==> config.mk <==
export PLATFORM = sky130hd
export DESIGN_NAME = fetch_sequencer
export DESIGN_NICKNAME = d
export VERILOG_FILES = /design/src/rtl/fetch_sequencer_pkg.sv /design/src/rtl/fetch_sequencer_t_state_ring.sv /design/src/rtl/fetch_sequencer.sv
export SDC_FILE = /design/constraint.sdc
export NUM_CORES = 1
export LEC_CHECK = 0
export BUFFER_PORTS_ARGS = -buffer_cell sky130_fd_sc_hd__buf_4
export CAP_MARGIN = 20
export CORE_ASPECT_RATIO = 1.2
export CORE_MARGIN = 2
export CORE_UTILIZATION = 43
export CTS_CLUSTER_DIAMETER = 40
export DETAILED_ROUTE_END_ITERATION = 12
export PLACE_DENSITY = 0.84
export RECOVER_POWER = 50
export REMOVE_ABC_BUFFERS = 1
export SKIP_CTS_REPAIR_TIMING = 1
export SYNTH_ARGS = -nofsm -noshare
export SYNTH_HDL_FRONTEND = slang
export SYNTH_SLANG_ARGS = --single-unit
==> constraint.sdc <==
create_clock -name clk -period 1.1 [get_ports clk]
set_input_delay 0 -clock clk [delete_from_list [all_inputs] [get_ports clk]]
set_output_delay 0 -clock clk [all_outputs]
set_load 0.03 [all_outputs]
==> src/rtl/fetch_sequencer_pkg.sv <==
// Shared constants for the fetch sequencer: T-state ring indices, the HALT mode
// encoding and the default halt opcode.
package fetch_sequencer_pkg;
  localparam int T1_IDX = 0;
  localparam int T2_IDX = 1;
  localparam int T3_IDX = 2;
  localparam int T4_IDX = 3;

  localparam logic [3:0] HLT_OPCODE_DEFAULT = 4'hF;

  typedef enum logic {
    ST_RUN  = 1'b0,
    ST_HALT = 1'b1
  } mode_e;
endpackage

==> src/rtl/fetch_sequencer_t_state_ring.sv <==
// One-hot T-state ring: resets to T1, rotates on advance, freezes while hold is high.
module t_state_ring #(
  parameter int NUM_T = 6
) (
  input  logic             clk,
  input  logic             rst,
  input  logic             advance,
  input  logic             hold,
  output logic [NUM_T-1:0] ring
);
  always_ff @(posedge clk) begin
    if (rst)
      ring <= NUM_T'(1);
    else if (advance && !hold)
      ring <= {ring[NUM_T-2:0], ring[NUM_T-1]};
  end
endmodule

==> src/rtl/fetch_sequencer.sv <==
// Instruction fetch sequencer: T1 loads MAR, T2 bumps PC, T3 loads IR, T4.. execute.
// HALT on HLT_OPCODE exists only when FETCH_SEQUENCER_HLT_DETECT_EN is defined.
module fetch_sequencer
  import fetch_sequencer_pkg::*;
#(
  parameter int         NUM_T      = 6,
  parameter logic [3:0] HLT_OPCODE = HLT_OPCODE_DEFAULT
) (
  input  logic             clk,
  input  logic             rst,
  input  logic             run,
  input  logic [3:0]       pc_count,
  input  logic [7:0]       mem_data,
  output logic             pc_enable,
  output logic [3:0]       mar_addr,
  output logic [7:0]       ir,
  output logic [3:0]       opcode,
  output logic [3:0]       operand,
  output logic [NUM_T-1:0] t_state,
  output logic             instr_valid,
  output logic             halted
);
`ifdef FETCH_SEQUENCER_HLT_DETECT_EN
  localparam bit HLT_EN = 1'b1;
`else
  localparam bit HLT_EN = 1'b0;
`endif

  logic [NUM_T-1:0] ring;
  mode_e            mode;
  logic             advance;
  logic             hold;
  logic             hlt_hit;

  // Only the T1 wait is gated by run; every other T-state always advances.
  assign advance = run || !ring[T1_IDX];
  assign hlt_hit = HLT_EN && (mode == ST_RUN) && ring[T4_IDX] && (ir[7:4] == HLT_OPCODE);
  assign hold    = (mode == ST_HALT) || hlt_hit;

  t_state_ring #(.NUM_T(NUM_T)) u_ring (
    .clk     (clk),
    .rst     (rst),
    .advance (advance),
    .hold    (hold),
    .ring    (ring)
  );

  always_ff @(posedge clk) begin
    if (rst) begin
      mode        <= ST_RUN;
      mar_addr    <= 4'h0;
      ir          <= 8'h00;
      pc_enable   <= 1'b0;
      instr_valid <= 1'b0;
    end else begin
      pc_enable   <= 1'b0;
      instr_valid <= 1'b0;
      if (!hold) begin
        // Strobes are registered on entry, so they line up with T2 and T4.
        if (ring[T1_IDX] && run) begin
          mar_addr  <= pc_count;
          pc_enable <= 1'b1;
        end
        if (ring[T3_IDX]) begin
          ir          <= mem_data;
          instr_valid <= 1'b1;
        end
      end
      if (hlt_hit)
        mode <= ST_HALT;
    end
  end

  assign opcode  = ir[7:4];
  assign operand = ir[3:0];
  assign t_state = (mode == ST_HALT) ? '0 : ring;

`ifdef FETCH_SEQUENCER_HLT_DETECT_EN
  assign halted = (mode == ST_HALT);
`else
  assign halted = 1'b0;
`endif
endmodule

==> results of run 1 <==
metal layers:
layer | global-route usage, % | vias up | share of wire [%]
met1 | 16.3 | 309 | 40
met2 | 24.5 | 35 | 52
met4 | 3.03 | 0 | 0
met3 | 3.79 | 0 | 7.5
li1 | - | 346 | -
met5 | 0 | - | 0
per-stage QoR:
stage	hold slack, ps	area, sq um	setup TNS [ps]	util (%)
after floorplan	62.4	734	-363	-
after global placement	239	1100	0	59.5
after detailed placement	244	1100	0	59.5
after CTS	-64.9	1140	0	61.5
after global routing	48.8	1210	0	65.2
final	54.8	1210	0	65.2
synthesized netlist by cell type:
master,n,area [sq um]
inv_1,1,3.75
nor2_1,9,33.8
buf_2,1,5.00
buf_4,11,82.6
buf_6,2,22.5
o21ai_1,1,5.00
a21bo_1,4,40.0
nor3b_1,1,7.51
nand2b_2,1,8.76
nand2b_1,4,25.0
conb_1,1,3.75
nand4bb_1,1,11.3
mux2i_1,11,110
nand3_1,4,20.0
and3b_2,1,10.0
nor2b_4,1,13.8
dfxtp_1,20,400
a21oi_2,4,35.0
or3_1,1,6.26
final cells by class:
class | count | area (sq um)
Fill cell | 178 | 644
Inverter | 1 | 3.75
Sequential cell | 20 | 402
Tap cell | 19 | 23.8
Timing Repair Buffer | 57 | 410
Multi-Input combinational cell | 44 | 330
Clock buffer | 4 | 36.3
tightest hold or removal path, stage by stage:
cell and delay, ps:
buf_4 160, nor2_1 90, nor3b_1 50
placed cells by master, fill, tap and decap left out:
cell type / instances
dlygate4sd3_1: 13
buf_12: 1
nand2b_2: 1
nand3_1: 4
clkbuf_1: 14
nand4bb_1: 1
and3b_2: 1
buf_4: 25
clkbuf_2: 4
nor2b_4: 1
a21oi_2: 4
o21ai_0: 1
nand2b_1: 4
conb_1: 1
dfxtp_2: 1
mux2i_1: 11
clkbuf_8: 1
nor2_1: 9
dfxtp_1: 19
a21bo_1: 4
inv_1: 1
nor3b_1: 1
or3_1: 1
clkbuf_4: 3
worst paths after layout:
path                                                   from                     endpoint  slack, ps  cells after the start
worst min register to register  u_ring.ring[5]$_SDFFE_PP0P_  u_ring.ring[0]$_SDFFE_PP1P_        490                      1
worst max-delay path            u_ring.ring[0]$_SDFFE_PP1P_                   t_state[0]         80                      2
worst max register to register  u_ring.ring[0]$_SDFFE_PP1P_  u_ring.ring[0]$_SDFFE_PP1P_        200                      2
worst min-delay path                                    run  u_ring.ring[1]$_SDFFE_PP0P_         50                      3
sequential cells by signal, summed over array words and instances, names as in the netlist:
register and cells:
ir 8, u_ring.ring 6, mar_addr 4, instr_valid 1
pc_enable 1
power breakdown:
group | total, mW | leakage (nW) | switching (mW) | internal [mW]
clock network | 0.407 | 0.0210 | 0.205 | 0.201
registers | 0.774 | 0.163 | 0.0197 | 0.754
logic | 0.306 | 0.344 | 0.163 | 0.142
total | 1.49 | 0.528 | 0.388 | 1.10
logic make-up after synthesis:
logic type	Yosys count	synth area share (%)
mux	11	13.0
flops	20	47.4
simple gates	23	16.1
other cells	1	0.444
buf+inv	15	13.5
compound gates	9	9.48
==> results.py, run 1 <==
metrics = {
    "outcome": {
        "outcome": "completed",
    },
    "floorplan": {
        "core_area_sq_mm": 0.00185,
        "floorplan.die.width_um": 44.5,
        "io_pins": 44,
        "die_y_um": 52.5,
        "floorplan.rows": 17,
        "die-area_sq_mm": 0.00234,
        "effective_utilization_at_floorplan_pct": 45.6,
    },
    "clock_network": {
        "cts_max_path_buffers": 2,
        "worstSkewPairLatency_ps": 280,
        "clock-root-buffer": "clkbuf_4",
        "cts.reportedPaths.clkPinSlew_ps": 110,
        "numCtsBuffers": 3,
        "h_tree_depth": 1,
        "tritoncts": "built",
        "clock-sinks": 20,
    },
    "logic_synthesis": {
        "synth_sequential_area_ratio_pct": 47.4,
        "synth.yosys.warnings": 0,
        "cells_after_synthesis": 79,
        "synth.ff_latch_count": 20,
        "synth_cell_type_count": 19,
        "avgSynthCellArea_sq_um": 10.7,
        "syn-cell-area_sq_um": 845,
    },
    "layout": {
        "synth_to_final_area_change_pct": 42.8,
        "final_cell_count_no_fill": 145,
        "layout_net_count": 142,
        "final_layout_size_suffix_gt1_share_pct": 33.3,
        "antennaDiodeCount": 0,
    },
    "place": {
        "dp_slack_ps": 206,
        "routability_cong": 0.655,
        "port_buffers": 42,
        "dp_hpwl_mm": 1.18,
        "dp_cells": 128,
    },
    "critical_path": {
        "cp_max_fo": 10,
        "setup.worst_path.class": "flip-flop to primary output",
        "worstSetupStartpointType": "flip-flop",
        "cp_data_arrival_time_ps": 1020,
        "crit_path_max_incr_delay_ps": 380,
        "worst_path_dominant_cell_family": "flip-flops",
        "cp_num_buf_inv": 2,
        "endpoint_kind": "primary output",
        "crit_path_frequent_cell": "buf_4",
        "cp_cell_sequence": "buf_4 > buf_4",
        "timing.critical_path.slowest_stage_cell": "dfxtp_2",
        "cp_data_required_time_ps": 1100,
    },
    "sta": {
        "setup_viol_count_final": 0,
        "skew_ps": 1.22,
        "count_of_endpoints_failing_hold_in_the_final_timing_report": 0,
        "timing.final.ws_setup_ps": 82.0,
        "post-route-min-period_ps": 1020,
        "setup_repair_after_global_routing_missed_its_margin": "false",
        "maxClockFrequency_ghz": 0.982,
        "timing_max_transition_violations_final": 0,
        "final_worst_path_period_share_pct": 92.5,
    },
    "power_and_ir_drop": {
        "p_per_area_mw_per_mm2": 1230,
        "p_leak_nw": 0.528,
        "total_power_mw": 1.49,
        "worst_ir_drop_vdd_v": 0.000647,
    },
    "routing": {
        "detailedRoute.firstPassIterationCount": 4,
        "vias_per_cell": 4.76,
        "drt-initial-drc-count": 6,
        "drc_errors": 0,
        "via_count": 690,
        "route.antenna.remaining_nets": 0,
        "wl_per_cell_um": 11.9,
        "route.final.wire_length_mm": 1.72,
    },
    "flow_run": {
        "maxCapViolCount": 0,
    },
    "global_routing": {
        "number_of_global_route_vias_before_repair": 601,
        "grt_first_pass_wirelength_mm": 2.46,
        "global_route.overflow_total": 0,
        "pin_count_of_the_biggest_net_entering_global_routing": 21,
        "track_usage_pct": 13.8,
        "initial_antenna_violation_count": 0,
    },
    "min_path": {
        "hp-class": "input port to flip-flop",
    },
}
No activity file was read; power rests on OpenSTA's default activity.
==> run 2, diff against run 1 <==
==> constraint.sdc (replaced) <==
create_clock -name clk -period 1.1 [get_ports clk]
set_input_delay 0.165 -clock clk [delete_from_list [all_inputs] [get_ports clk]]
set_output_delay 0.165 -clock clk [all_outputs]
set_load 0.03 [all_outputs]
==> run 2 against run 1 <==
Final cell count is 6.2% lower. First-iteration DRC count unchanged. Die area stayed put. Maximum frequency fell by 5.5%. Register-to-register slack got worse by 90 ps. Cell area fell by 1.6%. Non-clock buffer count shrank 9. Setup slack got worse by 60 ps. Critical endpoint unchanged.
==> results.py, run 2 (synthesis gave the netlist of run 1 again) <==
metrics = {
    "clock_network": {
        "cts.reportedPaths.clkPinSlew_ps": 110,
        "worstSkewPairLatency_ps": 290,
        "clock-root-buffer": "clkbuf_4",
        "tritoncts": "built",
        "clock-sinks": 20,
        "numCtsBuffers": 3,
        "h_tree_depth": 1,
        "cts_max_path_buffers": 2,
    },
    "layout": {
        "layout_top_registers": "ir: 8 flops, u_ring.ring: 6 flops, mar_addr: 4 flops",
        "multi_input_comb_area_sq_um": 330,
        "final_layout_size_suffix_gt1_share_pct": 52.1,
        "synth_to_final_area_change_pct": 40.6,
        "num-fill-cells": 163,
        "mostFrequentLayoutCell": "buf_4",
        "largest_register_ff_count": 8,
        "seqCellArea_sq_um": 405,
        "register_bank_with_the_most_flops": "ir",
        "most_frequent_cells_in_the_layout": "44 x buf_4, 18 x dfxtp_1, 11 x mux2i_1",
        "layout_net_count": 133,
        "antennaDiodeCount": 0,
        "final_cell_count_no_fill": 136,
    },
    "power_and_ir_drop": {
        "power.net_switching_mw": 0.386,
        "internal_portion_of_total_power_mw": 1.10,
        "worst_ir_drop_vdd_v": 0.00104,
        "p_clk_share_pct": 27.4,
        "seq_power_share_pct": 52.0,
        "p_per_area_mw_per_mm2": 1250,
        "p_leak_nw": 0.561,
        "power.combinational.fraction_pct": 20.6,
        "switching_share_pct": 25.9,
        "total_power_mw": 1.49,
    },
    "routing": {
        "detailedRoute.firstPassIterationCount": 3,
        "vias_per_cell": 4.77,
        "route.final.wire_length_mm": 1.60,
        "drt-initial-drc-count": 6,
        "drc_errors": 0,
        "via_count": 649,
        "wl_per_cell_um": 11.7,
        "route.antenna.remaining_nets": 0,
    },
    "floorplan": {
        "io_pins": 44,
        "effective_utilization_at_floorplan_pct": 45.6,
        "core_area_sq_mm": 0.00185,
        "floorplan.rows": 17,
        "floorplan.die.width_um": 44.5,
        "die-area_sq_mm": 0.00234,
        "die_y_um": 52.5,
    },
    "critical_path": {
        "cp_max_fo": 6,
        "cp_data_arrival_time_ps": 910,
        "cp_data_required_time_ps": 940,
        "setup.worst_path.class": "flip-flop to primary output",
        "cp_cell_sequence": "buf_8 > buf_6",
        "crit_path_max_incr_delay_ps": 370,
        "endpoint_kind": "primary output",
        "timing.critical_path.slowest_stage_cell": "dfxtp_4",
        "worstSetupStartpointType": "flip-flop",
    },
    "place": {
        "dp_hpwl_mm": 1.21,
        "dp_cells": 128,
        "routability_cong": 0.657,
        "port_buffers": 42,
    },
    "sta": {
        "timing.setup.tns_ps": 0,
        "count_of_endpoints_failing_hold_in_the_final_timing_report": 0,
        "setup_repair_after_global_routing_missed_its_margin": "true",
        "maxClockFrequency_ghz": 0.928,
        "setup_viol_count_final": 0,
        "post-route-min-period_ps": 1080,
        "final_worst_path_period_share_pct": 98.0,
        "timing_max_transition_violations_final": 0,
        "skew_ps": 5.87,
    },
    "global_routing": {
        "track_usage_pct": 14.2,
        "pin_count_of_the_biggest_net_entering_global_routing": 21,
        "global_route.overflow_total": 0,
        "initial_antenna_violation_count": 0,
        "number_of_global_route_vias_before_repair": 605,
        "grt_first_pass_wirelength_mm": 2.49,
    },
    "outcome": {
        "outcome": "completed",
    },
    "flow_run": {
        "maxCapViolCount": 0,
    },
    "min_path": {
        "hp-class": "input port to flip-flop",
    },
}
-- run 2: power by group through the flow --
stage / Combinational [mW] / Clock [mW] / Sequential (mW)
floorplan: 0.0662 / 0 / 0.875
global placement: 0.284 / 0 / 0.788
detailed placement: 0.289 / 0 / 0.790
CTS: 0.290 / 0.426 / 0.774
global route: 0.325 / 0.461 / 0.778
finish: 0.307 / 0.408 / 0.773
-- run 2: through the flow --
stage | worst slack [ps] | utilization (%) | cell area (sq um) | hold WS, ps
6_report | 22.2 | 64.2 | 1190 | 99.5
3_3_place_gp | 230 | 59.5 | 1100 | 403
5_1_grt | -14.0 | 64.2 | 1190 | 96.1
4_1_cts | -144 | 61.5 | 1140 | 95.6
3_5_place_dp | 193 | 59.5 | 1100 | 412
2_1_floorplan | -74.4 | - | 734 | 227
-- run 2: final timing paths --
check / startpoint / endpoint / slack [ps] / cells past startpoint
hold / removal: mem_data[0] / ir[0]$_SDFFE_PP0P_ / 100 / 3
setup / recovery: u_ring.ring[0]$_SDFFE_PP1P_ / t_state[0] / 20 / 2
setup reg to reg: u_ring.ring[2]$_SDFFE_PP0P_ / ir[7]$_SDFFE_PP0P_ / 110 / 4
hold reg to reg: u_ring.ring[5]$_SDFFE_PP0P_ / u_ring.ring[0]$_SDFFE_PP1P_ / 500 / 1
-- run 2: area by class of cell --
class	instances	share of cell area, %
clock buffers	4	3.06
inverters	1	0.316
multi-input cells	44	27.8
flip-flops and latches	20	34.1
well taps	19	2.00
repair buffers	48	32.7
-- run 2: layer usage --
layer	global-route usage, %	vias to the layer above	part of all wire, %
li1	-	330	-
met1	15.3	280	38
met2	26.7	37	50
met3	3.10	2	11
met4	4.55	0	1.1
met5	0	-	0
-- run 2: worst max-delay path, delay by kind of cell, from the launching register on --
kind	cells	cell delay (ps)
buf+inv	2	260
flops	1	370
==> run 3, diff against run 2 <==
CORE_UTILIZATION = 46   (was 43)
PLACE_DENSITY = 0.88   (was 0.84)
clock period = 1.3 ns   (was 1.1 ns; I/O delays follow)
==> run 3 against run 2 <==
First-iteration DRC count is 100% lower. Cell area is 9.1% lower. Combinational power shrank 30%. Sequential share of layout area up 3.1 points. Critical path type unchanged. Final cell count is 4.4% lower. Largest cell class unchanged. Register-to-register slack better by 50 ps. Clock skew rose by 1.3 ps. Routed wire length is 4.5% lower. Die area fell by 6.0%. Global-route usage is 1.5 points higher. Critical path depth down 1. Critical endpoint is now t_state[2].
==> results.py, run 3 (synthesis gave the netlist of run 1 again) <==
metrics = {
    "sta": {
        "setup_repair_after_global_routing_missed_its_margin": "false",
        "post-route-min-period_ps": 1200,
        "skew_ps": 7.21,
        "timing_max_transition_violations_final": 0,
        "maxClockFrequency_ghz": 0.831,
        "setup_viol_count_final": 0,
        "fin_worst_hold_slack_ps": 135,
        "final_worst_path_period_share_pct": 92.6,
        "count_of_endpoints_failing_hold_in_the_final_timing_report": 0,
    },
    "critical_path": {
        "r2r-start": "u_ring.ring[0]$_SDFFE_PP1P_",
        "crit_path_max_incr_delay_ps": 500,
        "setup.worst_path.class": "flip-flop to primary output",
        "cp_data_required_time_ps": 1110,
        "cp_cell_sequence": "buf_4",
        "worst_path_dominant_cell_family": "flip-flops",
        "worstSetupStartpointType": "flip-flop",
        "cp-startpoint": "u_ring.ring[2]$_SDFFE_PP0P_",
        "endpoint_kind": "primary output",
        "cp_data_arrival_time_ps": 1010,
        "cp_max_fo": 10,
        "timing.critical_path.slowest_stage_cell": "dfxtp_2",
        "cp_num_buf_inv": 1,
    },
    "floorplan": {
        "floorplan.die.width_um": 43.1,
        "die-area_sq_mm": 0.00220,
        "floorplan.rows": 16,
        "die_y_um": 50.9,
        "io_pins": 44,
        "effective_utilization_at_floorplan_pct": 50.2,
        "core_area_sq_mm": 0.00168,
    },
    "clock_network": {
        "cts_max_path_buffers": 2,
        "tritoncts": "built",
        "h_tree_depth": 1,
        "numCtsBuffers": 3,
        "clock-sinks": 20,
        "cts.reportedPaths.clkPinSlew_ps": 110,
        "worstSkewPairLatency_ps": 290,
        "clock-root-buffer": "clkbuf_4",
    },
    "routing": {
        "drt-initial-drc-count": 0,
        "detailedRoute.firstPassIterationCount": 1,
        "via_count": 646,
        "wl_per_cell_um": 11.7,
        "route.antenna.remaining_nets": 0,
        "drc_errors": 0,
        "route.final.wire_length_mm": 1.52,
        "vias_per_cell": 4.97,
    },
    "place": {
        "port_buffers": 42,
        "dp_hpwl_mm": 1.17,
        "routability_cong": 0.747,
        "dp_cells": 126,
    },
    "layout": {
        "mostFrequentLayoutCell": "buf_4",
        "layout_net_count": 128,
        "antennaDiodeCount": 0,
        "synth_to_final_area_change_pct": 27.9,
        "largest_register_ff_count": 8,
        "num-fill-cells": 159,
        "register_bank_with_the_most_flops": "ir",
        "final_layout_size_suffix_gt1_share_pct": 41.1,
        "layout_top_registers": "ir: 8 flops, u_ring.ring: 6 flops, mar_addr: 4 flops",
        "most_frequent_cells_in_the_layout": "36 x buf_4, 19 x dfxtp_1, 11 x mux2i_1",
        "final_cell_count_no_fill": 130,
    },
    "global_routing": {
        "number_of_global_route_vias_before_repair": 621,
        "track_usage_pct": 15.7,
        "global_route.overflow_total": 0,
        "grt_first_pass_wirelength_mm": 2.64,
        "pin_count_of_the_biggest_net_entering_global_routing": 21,
        "initial_antenna_violation_count": 0,
    },
    "power_and_ir_drop": {
        "total_power_mw": 1.22,
        "worst_ir_drop_vdd_v": 0.000720,
        "p_per_area_mw_per_mm2": 1130,
        "p_leak_nw": 0.493,
    },
    "min_path": {
        "hp-start": "mem_data[5]",
        "hp-class": "input port to flip-flop",
    },
    "flow_run": {
        "maxCapViolCount": 0,
    },
    "outcome": {
        "outcome": "completed",
    },
}
## run 3: routing by layer
metal / routed length, um / GRT usage [%] / share of wire [%]
met5: 0 / 0 / 0
met1: 634 / 17.1 / 42
met4: 21 / 7.58 / 1.4
met2: 639 / 26.9 / 42
met3: 226 / 5.30 / 15
## run 3: final cells by class
cell class                      instances  area (sq um)  area share [%]
Sequential cell                        20           402            37.2
Multi-Input combinational cell         44           319            29.5
Timing Repair Buffer                   43           297            27.5
Clock buffer                            4          36.3            3.36
Tap cell                               18          22.5            2.09
Inverter                                1          3.75           0.348
## run 3: worst paths after layout
check        slack (ps)  cells after the start                     endpoint
min                 130                      3           ir[5]$_SDFFE_PP0P_
min reg2reg         490                      2  u_ring.ring[2]$_SDFFE_PP0P_
max                 100                      1                   t_state[2]
max reg2reg         160                      3  u_ring.ring[2]$_SDFFE_PP0P_
## run 3: stage by stage
stage	cell area (sq um)	TNS, ps	setup WS, ps	utilization, %
2_1_floorplan	734	0	126	-
3_3_place_gp	1080	0	278	64.2
3_5_place_dp	1080	0	239	64.2
4_1_cts	1120	-100	-100	66.4
5_1_grt	1080	0	31.2	64.2
6_report	1080	0	96.7	64.2
## run 3: where the power goes
part	leakage (nW)	switching, mW	internal [mW]	total (mW)
combinational	0.308	0.122	0.0944	0.216
clock	0.0210	0.174	0.171	0.345
sequential	0.164	0.0232	0.638	0.661
